==> src/rtl/risc16_mem_pkg.sv <==
// risc16_mem_pkg: shared byte-enable encodings and arbiter state type for the data memory path.
package risc16_mem_pkg;
  localparam logic [1:0] WE_NONE = 2'b00;
  localparam logic [1:0] WE_EVEN = 2'b01;
  localparam logic [1:0] WE_ODD  = 2'b10;
  localparam logic [1:0] WE_WORD = 2'b11;
  typedef enum logic [1:0] {ARB_IDLE, ARB_WAIT, ARB_ACK} arb_state_t;
endpackage

==> src/rtl/dmem_host_arbiter.sv <==
// dmem_host_arbiter: shares the data SRAM between the never-stalling core and a host port.
module dmem_host_arbiter
  import risc16_mem_pkg::*;
#(
  parameter int AW       = 16,
  parameter int DW       = 16,
  parameter int MAX_WAIT = 15
) (
  input  logic            clk,
  input  logic            rst,
  input  logic [AW-1:0]   c_addr,
  input  logic            c_oe,
  input  logic [DW/8-1:0] c_we,
  input  logic [DW-1:0]   c_dout,
  output logic [DW-1:0]   c_din,
  input  logic            h_req,
  input  logic [AW-1:0]   h_addr,
  input  logic [DW/8-1:0] h_we,
  input  logic [DW-1:0]   h_wdata,
  output logic            h_ack,
  output logic [DW-1:0]   h_rdata,
  output logic            h_busy,
  output logic            h_timeout,
  input  logic            h_clr,
  output logic [AW-1:0]   m_addr,
  output logic            m_oe,
  output logic [DW/8-1:0] m_we,
  output logic [DW-1:0]   m_wdata,
  input  logic [DW-1:0]   m_rdata
);
  localparam int CW = $clog2(MAX_WAIT + 1);
  arb_state_t r_state, w_next;
  logic [AW-1:0]   r_addr;
  logic [DW/8-1:0] r_we;
  logic [DW-1:0]   r_wdata, r_rdata;
  logic [CW-1:0]   r_cnt;
  logic            r_timeout;
  logic            w_core, w_grant, w_set;
  assign w_core  = c_oe | (|c_we);
  assign w_grant = (r_state == ARB_WAIT) && !w_core;
  // Watchdog keeps re-asserting while the host is still being starved, so it beats h_clr.
  assign w_set   = (r_state == ARB_WAIT) && w_core && (r_cnt >= CW'(MAX_WAIT - 1));
  always_ff @(posedge clk or negedge rst)
    if (!rst) r_state <= ARB_IDLE;
    else      r_state <= w_next;
  always_comb begin
    w_next = (r_state == ARB_IDLE) ? (h_req ? ARB_WAIT : ARB_IDLE) :
             (r_state == ARB_WAIT) ? (w_core ? ARB_WAIT : ARB_ACK) : ARB_IDLE;
  end
  always_comb begin
    m_addr  = w_grant ? r_addr : c_addr;
    m_oe    = w_core ? c_oe : (w_grant && (r_we == '0));
    m_we    = w_core ? c_we : (w_grant ? r_we : '0);
    m_wdata = w_core ? c_dout : (w_grant ? r_wdata : '0);
    h_ack   = (r_state == ARB_ACK);
    h_busy  = (r_state == ARB_WAIT);
  end
  always_ff @(posedge clk or negedge rst)
    if (!rst) begin
      r_addr    <= '0;
      r_we      <= '0;
      r_wdata   <= '0;
      r_rdata   <= '0;
      r_cnt     <= '0;
      r_timeout <= 1'b0;
    end else begin
      if (r_state == ARB_IDLE && h_req) begin
        r_addr  <= h_addr;
        r_we    <= h_we;
        r_wdata <= h_wdata;
      end
      if (w_grant && r_we == '0) r_rdata <= m_rdata;
      if (r_state == ARB_ACK) r_cnt <= '0;
      else if (r_state == ARB_WAIT && w_core && r_cnt != CW'(MAX_WAIT)) r_cnt <= r_cnt + 1'b1;
      if (w_set) r_timeout <= 1'b1;
      else if (h_clr) r_timeout <= 1'b0;
    end
  assign c_din     = m_rdata;
  assign h_rdata   = r_rdata;
  assign h_timeout = r_timeout;
endmodule

==> config.mk <==
export PLATFORM = sky130hd
export DESIGN_NAME = dmem_host_arbiter
export DESIGN_NICKNAME = d
export VERILOG_FILES = /design/src/rtl/risc16_mem_pkg.sv /design/src/rtl/dmem_host_arbiter.sv
export SDC_FILE = /design/constraint.sdc
export NUM_CORES = 1
export LEC_CHECK = 0
export CAP_MARGIN = 20
export CORE_MARGIN = 3
export CORE_UTILIZATION = 42
export CTS_CLUSTER_SIZE = 24
export DETAILED_ROUTE_END_ITERATION = 8
export GPL_ROUTABILITY_DRIVEN = 0
export GPL_TIMING_DRIVEN = 0
export PLACE_DENSITY_LB_ADDON = 0.05
export SETUP_SLACK_MARGIN = 0.15
export SYNTH_ARGS = -nofsm -noshare
export SYNTH_HDL_FRONTEND = slang
export SYNTH_SLANG_ARGS = --single-unit
==> constraint.sdc <==
create_clock -name clk -period 5.5 [get_ports clk]
set_input_delay 0.55 -clock clk [delete_from_list [all_inputs] [get_ports clk]]
set_output_delay 0.55 -clock clk [all_outputs]
set_load 0.1 [all_outputs]
==> summary.md <==
| Metric | Value |
|---|---|
| Vias in the first global route | `2,524` |
| Reg2reg setup slack | `3460 ps` |
| Clock sink count | `57` |
| Post-DP HPWL | `around 6100 µm` |
| Tcrit/Tclk final | `0.749` |
| Die X-Extent | `between 80 and 90 µm` |
| Register area share after synthesis | `0.506` |
| Setup repair bufs after CTS | `0` |
| Hold buffers post-CTS | `0` |
| Leakage power | `2.03 nW` |
| Share of layout cells above drive strength 1 | `0.291` |
| Worst-Margin Slew | `1010 ps` |
| Final total power | `roughly 2.6 mW` |
| Worst path bufs/invs | `3` |
| Maximum vdd drop | `399 µV` |
| Worst endpoint required time | `4950 ps` |
| Skew-Pair Late Insertion Delay | `330 ps` |
| Post-Synth Adder-Cell Area | `0.00888` |
| Compound-gate portion of the synthesized area | `0.0826` |
| GRT Residual Overflow | `0` |
| Critical path's top delay family | `buffers and inverters` |
| CP Launch Type | `primary input` |
| Post-route cell area | `between 4000 and 5000 µm²` |
| Die area | `7730 µm²` |
| Peak fanout along the critical path | `10` |
| Wire per inst | `17.0 µm` |
| TritonCTS Buffers | `9` |
| First-pass GRT wire length | `12,300 µm` |
| Global Route Usage Sum | `0.209` |
| Critical Path AT | `3570 ps` |
| Largest net degree at the start of global routing | `39` |
| Post-Layout Cell Count | `458` |
| Synth warn | `0` |
| Crit path time final | `4120 ps` |
| Most frequent CP cell | `clkdlybuf4s50_1` |
| Hold WC Path Type | `primary input to async pin` |
| Area leader, netlist | `dfrtp_1` |
| Antenna diodes | `0` |
| Crit path kind | `primary input to output pin` |
| Vias per Instance | `5.10` |
| Fin. Hold Viols | `0` |
| Critical path's slowest cell | `clkdlybuf4s50_1` |
| Clk Tree Root Cell | `clkbuf_8` |
| Power per Cell Area | `roughly 550 nW/µm²` |
| I/O pin total | `159` |
| Core area | `approximately 6400 µm²` |
| Area growth syn-to-layout | `67.4%` |
| MaxCap Viol Count | `0` |
| Most frequent cells in the layout | `157 x clkdlybuf4s50_1, 57 x mux2_2, 57 x dfrtp_1, 16 x a22o_1, 16 x buf_4` |
| CTS tree | `built` |
| Worst rel slew slack | `0.324` |
| Status | `finished, final reports clean` |
| Antenna Nets Post-Route | `0` |
| Antenna violations before repair | `0` |
| Setup crit end kind | `output pin` |
| Top cell type's share of synthesized area | `0.506` |
| Mapped cell area | `between 2000 and 3000 µm²` |
| Commonest non-fill, non-tap cell in the layout | `clkdlybuf4s50_1` |
| Clock Pin Slew Worst Setup and Hold Paths | `60 ps` |
| Syn_nets | `between 200 and 300` |
| Max Slew Vio Count | `0` |
| RSZ-0062 raised after global routing | `false` |
| FMAX | `0.243 GHz` |
| Via count | `approximately 2,300` |
| Synth Area in Simple Gates | `0.0497` |
| Mux share of post-synthesis cell area | `0.276` |
| Top cells by area, synth | `dfrtp_1 51%, mux2_2 23%, a22o_1 5.0%` |
| NumNets Final | `between 400 and 500` |
| Final Util | `0.735` |
| Synth unique cells | `33` |
| Final setup vio count | `0` |
| Post_cts resized | `0` |
| Combinational family with the most area after synthesis | `multiplexers` |
| Total Wirelength | `7770 µm` |
| Placed Cells | `442` |
| DRT iter0 DRCs | `51` |
| Mean Syn Cell Area | `13.7 µm²` |
| CP max stage delay | `about 1200 ps` |
| Placed Area | `4510 µm²` |
| Htree depth | `3` |
| Sequence of cells on the critical path | `clkdlybuf4s50_1 -> or3_4 -> nor2_2 -> clkbuf_1 -> a22o_1 -> clkdlybuf4s50_1` |
| Synth Area in XOR/XNOR | `0` |
| Starting Density | `0.439` |
| Clock tree buffer depth | `2` |
| FP Rows | `29` |
| Port buffer count | `158` |
| Post-route setup TNS | `0 ps` |
| Synth Register Bits | `57` |
| Cell count after synthesis | `206` |
| Worst Clk Skew | `6.12 ps` |
| Drt first pass iters | `4` |
| Residual DRC | `0` |
| Die height | `87.9 µm` |
logic make-up (layout without fill, tap and decap cells):
| family | after synthesis | count (layout) |
|---|---|---|
| DFF | 57 | 57 |
| and+or+nand+nor | 21 | 21 |
| AOI/OAI and AO/OA | 28 | 28 |
| adders and majority gates | 2 | 2 |
| buffers and inverters | 32 | 207 |
| muxes | 66 | 66 |
synth_stat cells, drive strengths merged:
master,count
mux2,66
dfrtp,57
buf,24
a22o,16
clkbuf,4
inv,4
a21o,3
nand2b,3
nand3,3
nor2,3
a31oi,2
and3,2
ha,2
nand2,2
nor3,2
a211o,1
a211oi,1
a31o,1
a41o,1
nand3b,1
nand4bb,1
nor3b,1
nor4b,1
o211ai,1
o22ai,1
o41ai,1
or3,1
or4,1
through the flow:
stage	setup WS, ps	hold WS (ps)
after floorplan	2600	254
after global placement	1340	486
after detailed placement	1360	495
after CTS	1340	177
after global routing	1260	190
final	1380	173
flip-flops by register name, indices dropped and copies added, names as in the netlist:
register and count:
r_wdata 16, r_addr 16, r_cnt 4, h_timeout 1, r_we 2, h_rdata 16, r_state 2
where the power goes:
group / total (mW) / internal [mW] / switching (mW)
Clock: 0.406 / 0.246 / 0.160
Combinational: 1.43 / 0.477 / 0.956
Sequential: 0.757 / 0.628 / 0.129
path summary, 6_finish.rpt:
| check | cells after the start | start | to |
|---|---|---|---|
| max | 6 | c_we[1] | m_wdata[14] |
| min | 1 | rst | h_rdata[14] |
| max reg2reg | 4 | r_state[0] | r_wdata[1] |
| min reg2reg | 1 | h_rdata[15] | h_rdata[15] |
| max in group asynchronous | 2 | rst | r_cnt[2] |
| min in group clk | 1 | h_rdata[15] | h_rdata[15] |
cell type report:
cell class | instances | area, µm²
Fill cell | 478 | 1700
Timing Repair Buffer | 159 | 1600
Sequential cell | 57 | 1430
Multi-Input combinational cell | 117 | 1170
Buffer | 28 | 203
Clock buffer | 14 | 173
Tap cell | 77 | 96.3
Clock inverter | 2 | 35.0
Inverter | 4 | 15.0
layer usage:
metal	wire length (µm)	global-route usage	vias up
li1	-	-	1075
met1	2930	0.243	1160
met2	4160	0.366	85
met4	155	0.0795	0
met3	514	0.0593	15
met5	0	0	-
Power figures use the tool's default switching activity.
